[config.mk]
export PLATFORM = sky130hd
export DESIGN_NAME = udcnt10_timer_ctrl
export DESIGN_NICKNAME = d
export VERILOG_FILES = /design/src/rtl/udcnt10_timer_ctrl.sv
export SDC_FILE = /design/constraint.sdc
export NUM_CORES = 1
export LEC_CHECK = 0
export ABC_AREA = 1
export BUFFER_PORTS_ARGS = -buffer_cell sky130_fd_sc_hd__buf_4
export CAP_MARGIN = 20
export CORE_MARGIN = 1
export CORE_UTILIZATION = 35
export DETAILED_ROUTE_END_ITERATION = 7
export PLACE_DENSITY = 0.57
export SLEW_MARGIN = 30
export SYNTH_ARGS = -nofsm -noshare
export SYNTH_HDL_FRONTEND = slang
export SYNTH_SLANG_ARGS = --single-unit
[constraint.sdc]
create_clock -name clk -period 3.8 [get_ports clk]
set_clock_uncertainty 0.15 [all_clocks]
set_input_delay 0.38 -clock clk [delete_from_list [all_inputs] [get_ports clk]]
set_output_delay 0.38 -clock clk [all_outputs]
set_load 0.02 [all_outputs]
[src/rtl/udcnt10_timer_ctrl.sv]
// Sequencer for a loadable up/down decade counter: loads a preset digit, then
// steps the counter every PRESCALE clocks until its output reaches a target digit.
//
// state  | meaning
// -------+-------------------------------------------------------------
// S_IDLE | waiting for START; validates and latches preset/target/dir
// S_LOAD | one-cycle counter load, prescaler cleared
// S_RUN  | prescaled stepping until counter output matches target
// S_DONE | one-cycle completion pulse
module udcnt10_timer_ctrl #(
  parameter int PRESCALE = 4
) (
  input  logic       clk,
  input  logic       reset,
  input  logic       start,
  input  logic       dir,
  input  logic [3:0] preset,
  input  logic [3:0] target,
  input  logic       pause,
  input  logic       abort,
  input  logic [3:0] cnt_q,
  output logic       cnt_load,
  output logic       cnt_en,
  output logic       cnt_up,
  output logic [3:0] cnt_in,
  output logic       busy,
  output logic       done,
  output logic       err
);

  localparam int PS_W = (PRESCALE > 1) ? $clog2(PRESCALE) : 1;
  localparam logic [PS_W-1:0] PS_LAST = PS_W'(PRESCALE - 1);

  typedef enum logic [1:0] {S_IDLE, S_LOAD, S_RUN, S_DONE} state_t;

  state_t          state_q, state_d;
  logic [PS_W-1:0] ps_q, ps_d;
  logic [3:0]      preset_q, preset_d;
  logic [3:0]      target_q, target_d;
  logic            dir_q, dir_d;
  logic            err_q, err_d;
  logic            match, q_bad, ps_last, start_ok;

  assign match    = (cnt_q == target_q);
  assign q_bad    = (cnt_q > 4'd9);
  assign ps_last  = (ps_q == PS_LAST);
  assign start_ok = (preset <= 4'd9) && (target <= 4'd9);

  always_ff @(posedge clk) begin
    if (reset) begin
      state_q  <= S_IDLE;
      ps_q     <= '0;
      preset_q <= 4'd0;
      target_q <= 4'd0;
      dir_q    <= 1'b1;
      err_q    <= 1'b0;
    end else begin
      state_q  <= state_d;
      ps_q     <= ps_d;
      preset_q <= preset_d;
      target_q <= target_d;
      dir_q    <= dir_d;
      err_q    <= err_d;
    end
  end

  always_comb begin
    state_d  = state_q;
    ps_d     = ps_q;
    preset_d = preset_q;
    target_d = target_q;
    dir_d    = dir_q;
    err_d    = err_q;
    cnt_en   = 1'b0;
    case (state_q)
      S_IDLE: begin
        if (start) begin
          if (start_ok) begin
            preset_d = preset;
            target_d = target;
            dir_d    = dir;
            err_d    = 1'b0;
            state_d  = S_LOAD;
          end else begin
            err_d = 1'b1;
          end
        end
      end
      S_LOAD: begin
        ps_d    = '0;
        state_d = abort ? S_IDLE : S_RUN;
      end
      S_RUN: begin
        // abort outranks a corrupted counter readback, which outranks match
        if (abort) begin
          state_d = S_IDLE;
        end else if (q_bad) begin
          err_d   = 1'b1;
          state_d = S_IDLE;
        end else if (match) begin
          state_d = S_DONE;
        end else if (!pause) begin
          ps_d   = ps_last ? '0 : ps_q + PS_W'(1);
          cnt_en = ps_last;
        end
      end
      S_DONE: begin
        state_d = S_IDLE;
      end
      default: begin
        state_d = S_IDLE;
      end
    endcase
  end

  assign cnt_load = (state_q == S_LOAD);
  assign busy     = (state_q == S_LOAD) || (state_q == S_RUN);
  assign done     = (state_q == S_DONE);
  assign cnt_up   = dir_q;
  assign cnt_in   = preset_q;
  assign err      = err_q;

endmodule

==> results.txt, run 1 <==
* Least-Margin Pin Slew: 342 ps
- Leakage component of the power: 0.000525 uW
* Global-route track usage on met2: 23.3%
- Total placed instance area: 1020 sq um
* Post-route DRC: 0
- The final layout contains routed wiring with a total length of 1.64 mm.
* Kind of end point of the critical path: primary output
- STA classifies the critical path startpoint as a flop.
- In the global route stage, met1 resource usage came out at 18.4%.
- For this run the aggregate overflow at the end of global routing stands at 0.
* Worst path required time: 3270 ps
- Maximum clock insertion buffer count: 2
- After synthesis, the cell types taking the most area are dfxtp_1 35%, nand2_1 10%, inv_1 8.4%, ha_1 7.8%, nor2_1 7.0%.
* Quantity of gates resized following cts: 0
- Number of port buffers: 27
- Yosys top cell by area: dfxtp_1
- Unrepaired setup endpoints after global routing: no
* Post-route cell area: 1060 sq um
* NumNets Final: 167
- In the finished design, the share of the clock period the worst path needs comes to 53.9%.
- Among all cell types in the netlist, the one instantiated most often is nand2_1.
* Register bit total from synthesis: 14
- Flip-flop cell with the highest count after synthesis: dfxtp_1
- The flow ran to the end, and the final reports show no timing, DRC or antenna violations.
- Final-report hold violation count: 0
- Max transition margin: 77.2%
* Commonest cells in the netlist: 22 x nand2_1, 18 x inv_1, 15 x nor2_1, 14 x dfxtp_1, 9 x a21oi_1
* Number of antenna violations at the first check in global routing: 0
- The worst register-to-register path ends at err.
- In this run the number of H-tree levels came out at 1.
- Timing endpoint of the critical path: cnt_en
* Number of antenna-violating nets in the routed design: 0
- Max FO, Critical Path: 5
- In this run the post-CTS setup repair buffer count came out at 0.
- Starting density of the core: 36.8%
- Global-route wire length before repair: 2.75 mm
- Post-synth net total: 137
* Fmax: 488 MHz
- Post-synth top area share: 34.7%
- Data on the critical path arrives at its endpoint at 1520 ps.
* Ports placed on the boundary: 28
- In this run the power density over the cells is 551 nW/um^2.
- Total number of clock tree sinks: 14
- The critical path in this run is classified as reg -> out.
* Number of library cell types mapped by synthesis: 19
* DP HPWL: 1.31 mm
* Fillers: 234
- Across every metal layer, demand over resource in global routing totals 15.0%.
* Clock tree from TritonCTS: built
- N_diodes: 0
* Worst-case reg-to-reg path depth: 8
- Detailed Routing Iterations Pass 1: 4
* Reg-to-reg slack, setup: 2300 ps
- Worst reg2reg startpoint: state_q[1]
- In this run the most critical hold path is launched from reset.
- Avg Synthesized Cell Area: 7.08 sq um
* Full die area: 2500 sq um
- Cell row count: 17
- Area of the multi-input gates: 433 sq um
- Buffers inserted to repair hold after CTS numbered 0.
- In the synthesized netlist the async set-or-reset flop fraction comes to 0%.
* Vias in the first global route: 650
* Most used routing layer: met2
* Post-synth design cell area: 807 sq um
- The critical path starts at state_q[0].
- GP Congestion: 0.749
- The worst-case IR drop observed on VDD is 0.291 mV.
* Routed len/inst: 9.56 um
* Yosys warnings: 0
* Area grow syn2layout: 31.2%
- Summing over every cut layer, the via total after detailed routing is 796.
* Met3 track utilization from global routing: 2.78%
- After clock tree synthesis, the clock-pin slew on the worst setup and hold paths is 80 ps.
* Floorplan Core Area: 2190 sq um
- Number of flops mapped to enable cells by yosys: 0
- After layout, the minimum clock period comes to 2050 ps.
* Syn Inst Count: 114
* Average via count per standard cell: 4.65
- Entering global routing, the biggest net connects 15 pins.
- Height of the die: 50.0 um
- Setup violation total in the final timing report: 0
- From left edge to right edge, the die measures 50.0 um.
- Summed over all failing endpoints, the final setup total negative slack is 0 ps.
* Clk Latency, worst-skew pair: 290 ps
- Register area: 280 sq um
- The worst hold path belongs to the class in -> reg.
- The tree is rooted in a clkbuf_4.
- Cts bufs inserted: 3
- Across the run, the number of max-cap violations was 0.
- Layout cell share with drive strength beyond 1: 29.4%
* Max Slew Vio Count: 0
- After the first detailed-routing iteration, the DRC count stood at 13.
- Seq/Total Area, Yosys: 34.7%
==> sequential cells by signal (all words and copies together) (netlist names) <==
| name | flops |
|---|---|
| cnt_in | 4 |
| err | 1 |
| cnt_up | 1 |
| ps_q | 2 |
| target_q | 4 |
| state_q | 2 |
==> kinds of logic (layout without fill, tap and decap cells) <==
family                     after synthesis  count (layout)  share of synthesized area (%)
adders and majority gates                5               5                           7.75
DFF                                     14              14                           34.7
buffers and inverters                   21              50                           11.6
and+or+nand+nor                         52              52                           31.2
AOI/OAI and AO/OA                       22              22                           14.7
==> worst min path at each step <==
stage / to / slack (ps) / cells past startpoint
finish: ps_q[0] / 120 / 2
global route: ps_q[0] / 90 / 2
CTS: ps_q[1] / 110 / 2
detailed placement: target_q[1] / 320 / 2
global placement: target_q[0] / 310 / 2
floorplan: target_q[0] / 290 / 2
==> metal layers <==
layer | routed length, um | up-vias
met5 | 0 | -
met4 | 43 | 0
met3 | 35 | 5
met2 | 796 | 15
met1 | 760 | 355
li1 | - | 421
==> worst max-delay path, stage by stage, from the launching register on <==
cell     delay [ps]
dfxtp_1         330
inv_1           100
ha_1            210
nand2_2         110
nor2_4          150
nand3_2         110
nor2_1           90
buf_4           140
==> placed cells by master, fill, tap and decap left out <==
cell type,netlist,routed
buf_4,0,27
nand2_1,22,22
inv_1,18,18
nor2_1,15,15
dfxtp_1,14,14
a21oi_1,9,9
o21ai_0,5,5
o21ai_1,5,5
ha_1,5,5
nand3_1,4,4
nand2_2,3,3
nand4_1,3,3
clkbuf_4,0,3
o21ai_2,2,2
nand3_2,2,2
nor2_2,1,1
nor2_4,1,1
inv_2,1,1
nand3_4,1,1
o22ai_1,1,1
clkbuf_8,0,1
==> per-stage QoR <==
| stage | hold WS, ps | utilization (%) | power [uW] | setup WS, ps | instances |
|---|---|---|---|---|---|
| final | 115 | 48.3 | 583 | 1750 | 171 |
| after global routing | 92.8 | 48.3 | 636 | 1600 | 171 |
| after CTS | 110 | 48.3 | 590 | 1730 | 171 |
| after detailed placement | 317 | 46.7 | 477 | 2010 | 167 |
| after global placement | 308 | 46.7 | 475 | 2030 | 167 |
| after floorplan | 293 | - | 397 | 2070 | 114 |
==> where the power goes <==
group	leakage [uW]	internal [uW]	switching, uW	total (uW)
sequential	0.000115	178	20.1	198
combinational	0.000390	111	163	275
clock	0.0000210	58.3	51.8	110
total	0.000525	348	235	583
==> cell type report <==
| cell class | count | share of cell area (%) |
|---|---|---|
| tap | 28 | 3.31 |
| multi-input combinational | 79 | 40.9 |
| inverter | 19 | 6.74 |
| timing repair buffer | 27 | 19.1 |
| sequential | 14 | 26.5 |
| clock buffer | 4 | 3.43 |
Power figures use the tool's default switching activity.
==> inputs of run 2 (changes only) <==
clock period = 2.1 ns   (was 3.8 ns; I/O delays follow)
==> run 2 against run 1 <==
  * Combinational power grew 81%
  * Final cell count grew 0.58%
  * Via count shrank 2.0%
  * Worst setup slack lost 1500 ps
==> results.txt, run 2 (synthesized netlist as in run 1, its figures left out) <==
- The filler cells instantiated in the layout total 231.
- The tree built by TritonCTS fans out to 14 sinks.
* GP Congestion: 0.728
* Arrival time at the worst endpoint: 1520 ps
- Master cell of the clock root buffer: clkbuf_4
- N_diodes: 0
* Max FO, Critical Path: 5
* Vias in the first global route: 673
- Worst path required time: 1740 ps
- VDD sags by at most 0.574 mV.
- The flow ran to the end, and the final reports show no timing, DRC or antenna violations.
* Finished Core Util: 48.6%
* Starting density of the core: 36.8%
* Worst path max stage delay: 330 ps
- Derived from the worst setup path, the maximum achievable clock frequency is 531 MHz.
* Stages on worst setup path: 7
- Least-Margin Pin Slew: 359 ps
* Leakage component of the power: 0.000527 uW
* Maximum level of the CTS H-tree: 1
* Height of the die: 50.0 um
- Setup ws final: 217 ps
* Clk Latency, worst-skew pair: 280 ps
- Number of DRC violations after detailed-routing iteration 0: 9
- Max transition margin: 76.0%
- Max Slew Vio Count: 0
- The hold violation total from the final report is 0.
- DP HPWL: 1.33 mm
* Power Density: 944 nW/um^2
- In this run the post-CTS setup repair buffer count came out at 0.
- The library cell used most frequently in the layout, excluding fill and tap cells, is buf_4.
* Number of port buffers: 27
- Final routed wirelength across all metal layers: 1.65 mm
* Classification of the worst-slack hold path: in -> reg
- Layout cell share with drive strength beyond 1: 28.5%
- For flop-to-flop paths, the worst setup slack is 630 ps.
* Category of the worst setup path launch point: flop
- Cell family with the largest share of critical-path delay: simple AND/OR/NAND/NOR gates
- Total instance count after detailed placement: 167
- Worst setup startpoint: state_q[0]
- For this run, the detailed router's first-pass iteration total came to 4.
- Number of buffers and inverters on the critical path: 2
- From synthesis to final layout, the design area changed by 31.9%.
- The finished layout holds 172 standard cells, fillers aside.
- Number of antenna-violating nets in the routed design: 0
* Ports placed on the boundary: 28
- Global-route wire length before repair: 2.77 mm
- Routed len/inst: 9.58 um
* Commonest non-fill, non-tap cells in the layout: 27 x buf_4, 22 x nand2_1, 18 x inv_1, 15 x nor2_1, 14 x dfxtp_1
- For this design, the slowest cell found on the critical path is dfxtp_1.
- CTS Hold Bufs: 2
- Kind of end point of the critical path: primary output
* Cell row count: 17
- For this run, design rule violations remaining after detail routing come to 0.
- Average via count per standard cell: 4.53
- Total negative slack for setup checks: 0 ps
* Cts bufs inserted: 3
- The clock passes through at most 2 buffers.
- The floorplan step defined a core boundary enclosing 2190 sq um.
- Maximum number of pins on one net before global-route repair: 15
- Setup repair after global routing left no endpoint under its margin.
- Counting cells, the worst reg-to-reg path comes to 8.
* Total overflow reported by the global router: 0
- Setup violation total in the final timing report: 0
* Clock transition at the registers of the reported paths: 80 ps
* NumNets Final: 169
- After clock tree synthesis, the repair step resized 0 gates.
- Worst reg2reg startpoint: state_q[0]
- Full die area: 2500 sq um
* Ordered list of cells on the worst path: inv_1 -> ha_1 -> nand2_2 -> nor2_4 -> nand3_2 -> nor2_1 -> buf_4
- Across every metal layer, demand over resource in global routing totals 14.9%.
* Number of antenna violations at the first check in global routing: 0
- After layout, the worst path uses 89.7% of the clock period.
- The worst setup path is of the reg -> out kind.
- TritonCTS built the clock tree.
- Max_cap viols: 0
* Timing endpoint of the critical path: cnt_en
* Post-Place Worst Slack: 505 ps
* Die Span X: 50.0 um
- Shortest clock period the worst path allows after layout: 1880 ps
* Endpoint of the worst-slack reg-to-reg timing path: err
* Number of vias after detailed routing: 780
==> run 2: changes by cell type in the layout (fill, tap and decap cells not counted), sizes merged <==
| cell | change |
|---|---|
| clkbuf | -1 |
| dlygate4sd3 | +2 |
==> run 2: power breakdown <==
group | internal, uW | total [uW] | switching, uW
sequential | 322 | 356 | 34.3
clock | 66.5 | 152 | 85.2
combinational | 204 | 497 | 294
==> run 2: per-layer routing <==
layer	vias to the layer above	part of all wire, %	GRT usage (%)
li1	423	-	-
met1	339	46	18.0
met2	15	50	23.6
met3	3	3.8	3.70
met4	0	0.61	8.57
met5	-	0	0
==> run 2: worst reg2reg max path: cells and delay by family (launching register included) <==
kind,cells,cell delay (ps)
DFF,1,360
and+or+nand+nor,4,340
adders and majority gates,1,270
buffers and inverters,2,180
AOI/OAI and AO/OA,1,80
==> run 2: how the worst min path moves through the flow <==
stage | startpoint | to | slack (ps) | cells after the start
floorplan | reset | ps_q[0] | 130 | 1
global placement | reset | ps_q[0] | 240 | 2
detailed placement | reset | ps_q[1] | 240 | 2
CTS | preset[0] | cnt_in[0] | 2 | 3
global route | preset[0] | cnt_in[0] | 7 | 3
finish | preset[0] | cnt_in[0] | 4 | 3
==> run 2: layout make-up <==
cell class                      count  area (sq um)  area share [%]
Sequential cell                    14           280            26.3
Inverter                           19          71.3            6.70
Timing Repair Buffer               29           223            20.9
Tap cell                           28          35.0            3.29
Multi-Input combinational cell     79           433            40.7
Clock buffer                        3          22.5            2.12
==> run 2: per-stage QoR <==
stage,hold slack (ps),power (uW),area [sq um]
after global placement,241,860,1020
after global routing,6.90,1100,1060
after floorplan,129,719,807
after detailed placement,242,863,1020
final,3.65,1010,1060
after CTS,1.89,1020,1060
==> inputs of run 3 (changes only) <==
CELL_PAD_IN_SITES_DETAIL_PLACEMENT = 0   (was unset)
CELL_PAD_IN_SITES_GLOBAL_PLACEMENT = 1   (was unset)
CORE_UTILIZATION = 33   (was 35)
PLACE_DENSITY = 0.74   (was 0.57)
SETUP_SLACK_MARGIN = 0.5   (was unset)
==> run 3 against run 2 <==
  * Worst hold slack better by 28 ps
  * First-iteration DRC count is 22% higher
  * Maximum frequency is 14% higher
  * Sequential power is 4% higher
  * Non-clock buffer count is 9 higher
  * Sequential cell count stayed put
  * Critical path type unchanged
  * Largest cell class unchanged
  * Largest power group unchanged
==> results.txt, run 3 (synthesized netlist as in run 1, its figures left out) <==
- Outcome: finished, final reports clean
- Power Density: 980 nW/um^2
- The first global-routing pass estimated 3.19 mm of wire.
- Worst Min Path Start: preset[3]
- The share of total power dissipated in sequential elements is 32.0%.
* Total overflow reported by the global router: 0
- TritonCTS built the clock tree.
* Endpoint of the worst-slack reg-to-reg timing path: err
* Leakage component of the power: 0.000576 uW
- Number of vias after detailed routing: 827
- CP Class: reg -> out
- Highest-delay cell along the critical path: dfxtp_2
- Fmax: 607 MHz
- Clk Latency, worst-skew pair: 270 ps
- The floorplan has 17 rows.
- Worst min-delay path endpoint: cnt_in[3]
- Number of DRC violations after detailed-routing iteration 0: 11
- Ports placed on the boundary: 28
* Maximum clock insertion buffer count: 2
- Least-Margin Pin Slew: 347 ps
- The critical path contains buffers and inverters numbering 2 combined.
- STA puts the critical path data required time at 1740 ps.
* Comb power frac: 55.2%
- Net switching is 40.3% of the power.
* Max_cap viols: 0
- Ordered list of cells on the worst path: inv_2 -> ha_4 -> nand2_4 -> nor2_4 -> nand3_2 -> nor2_2 -> buf_6
* Internal portion of total power: 689 uW
- The number of antenna violations at the first check in global routing is 0.
* Register area: 285 sq um
- Kind of end point of the critical path: primary output
- Area grow syn2layout: 45.9%
- Ratio of final minimum period to clock period: 78.5%
* Maximum number of pins on one net before global-route repair: 15
- Measured in cells, the most critical reg-to-reg path has a length of 8.
- Number of antenna-violating nets in the routed design: 0
- In the final timing run, aggregate negative setup slack is 0 ps.
- Subtracting the final worst setup slack from the clock period gives 1650 ps.
* Max Slew Vio Count: 0
- On the worst path, the slowest cell contributes a delay of 330 ps.
- For this run, design rule violations remaining after detail routing come to 0.
* Commonest non-fill, non-tap cells in the layout: 34 x buf_4, 22 x nand2_1, 16 x inv_1, 14 x nor2_1, 12 x dfxtp_1
* Clock network fraction of total power: 12.8%
- Master cell of the clock root buffer: clkbuf_4
* Worst vdd ir: 0.692 mV
- Setup violations remaining at the end of the flow were counted as 0.
- Final routed wirelength across all metal layers: 1.97 mm
- Worst hold stages: 3
- Layout cell share with drive strength beyond 1: 37.3%
- GP Congestion: 0.778
* Number of port buffers: 27
- Maximum level of the CTS H-tree: 1
- Classification of the worst-slack hold path: in -> reg
- Most common cell after layout, fill and taps aside: buf_4
* Total number of clock tree sinks: 14
* Max FO, Critical Path: 2
* DP HPWL: 1.45 mm
* Worst reg2reg startpoint: state_q[0]
- Die Span X: 51.5 um
* Fillers: 239
- Max transition margin: 76.8%
- Arrival time at the worst endpoint: 1290 ps
* Cell family with the largest share of critical-path delay: simple AND/OR/NAND/NOR gates
- Vias in the first global route: 776
- NumNets Final: 178
- In this run, CTS created clock tree buffers numbering 3.
- Starting density of the core: 35.8%
- Clock-pin slew was measured on the worst setup and hold paths at 80 ps.
- The first detailed-routing pass ran for 4 iterations.
- Dividing the detail-routed wire length by the instance count gives 10.9 um.
- Hold WS: 31.7 ps
- Unrepaired setup endpoints after global routing: yes
- Area of the multi-input gates: 465 sq um
- In this run the standard cell core region covers 2250 sq um.
- The die is 51.5 um tall.
* Average via count per standard cell: 4.57
- N_diodes: 0
* Final-report hold violation count: 0
- Net switching power: 464 uW
- Global routing used 16.6% of the available tracks across all layers.
- Full die area: 2650 sq um
- Reg-to-reg slack, setup: 610 ps
- The worst setup path is launched from a flop.
[run 3: final cells by class]
cell class,count,area share [%]
Multi-Input combinational cell,79,39.5
Timing Repair Buffer,38,25.3
Sequential cell,14,24.2
Inverter,19,6.06
Tap cell,28,2.98
Clock buffer,3,1.91
[run 3: routing by layer]
| layer | up-vias | part of all wire [%] | track usage [%] | routed length [um] |
|---|---|---|---|---|
| li1 | 441 | - | - | - |
| met1 | 367 | 42 | 17.6 | 825 |
| met2 | 17 | 53 | 29.0 | 1060 |
| met3 | 2 | 3.7 | 6.55 | 74 |
| met4 | 0 | 0.86 | 6.76 | 17 |
| met5 | - | 0 | 0 | 0 |
[run 3: worst min-delay path, cell delays in order]
cell and delay, ps:
buf_4 80, o21ai_1 60, nor2_1 70
[run 3: stage by stage]
stage / power, uW / utilization, % / instance area (sq um) / worst slack [ps] / std cells
CTS: 1100 / 50.2 / 1130 / 420 / 178
global route: 1250 / 52.2 / 1180 / 366 / 181
global placement: 863 / 45.3 / 1020 / 554 / 167
finish: 1150 / 52.2 / 1180 / 451 / 181
detailed placement: 872 / 45.3 / 1020 / 514 / 167
floorplan: 719 / - / 807 / 541 / 114
[run 3: worst max path at each step]
| stage | slack, ps | start | to | cells after the start |
|---|---|---|---|---|
| 6_report | 450 | state_q[0] | cnt_en | 7 |
| 5_1_grt | 370 | state_q[0] | cnt_en | 7 |
| 4_1_cts | 420 | state_q[0] | cnt_en | 7 |
| 3_5_place_dp | 510 | state_q[0] | cnt_en | 7 |
| 3_3_place_gp | 550 | state_q[0] | cnt_en | 7 |
| 2_1_floorplan | 540 | state_q[0] | cnt_en | 6 |
[run 3: power groups by stage]
stage / registers, uW / logic [uW] / clock network, uW
after floorplan: 389 / 330 / 0
after global routing: 374 / 706 / 168
after global placement: 362 / 502 / 0
final: 369 / 637 / 148
after CTS: 367 / 580 / 158
after detailed placement: 364 / 509 / 0
[run 3: repair_timing]
action | in CTS | in global routing
resized for setup | 7 | 6
pin swaps | 4 | 3
endpoints found under the hold margin | 3 | 0
setup endpoints to repair | 1 | 9
hold buffers | 2 | 0
buffers inserted | 6 | 3
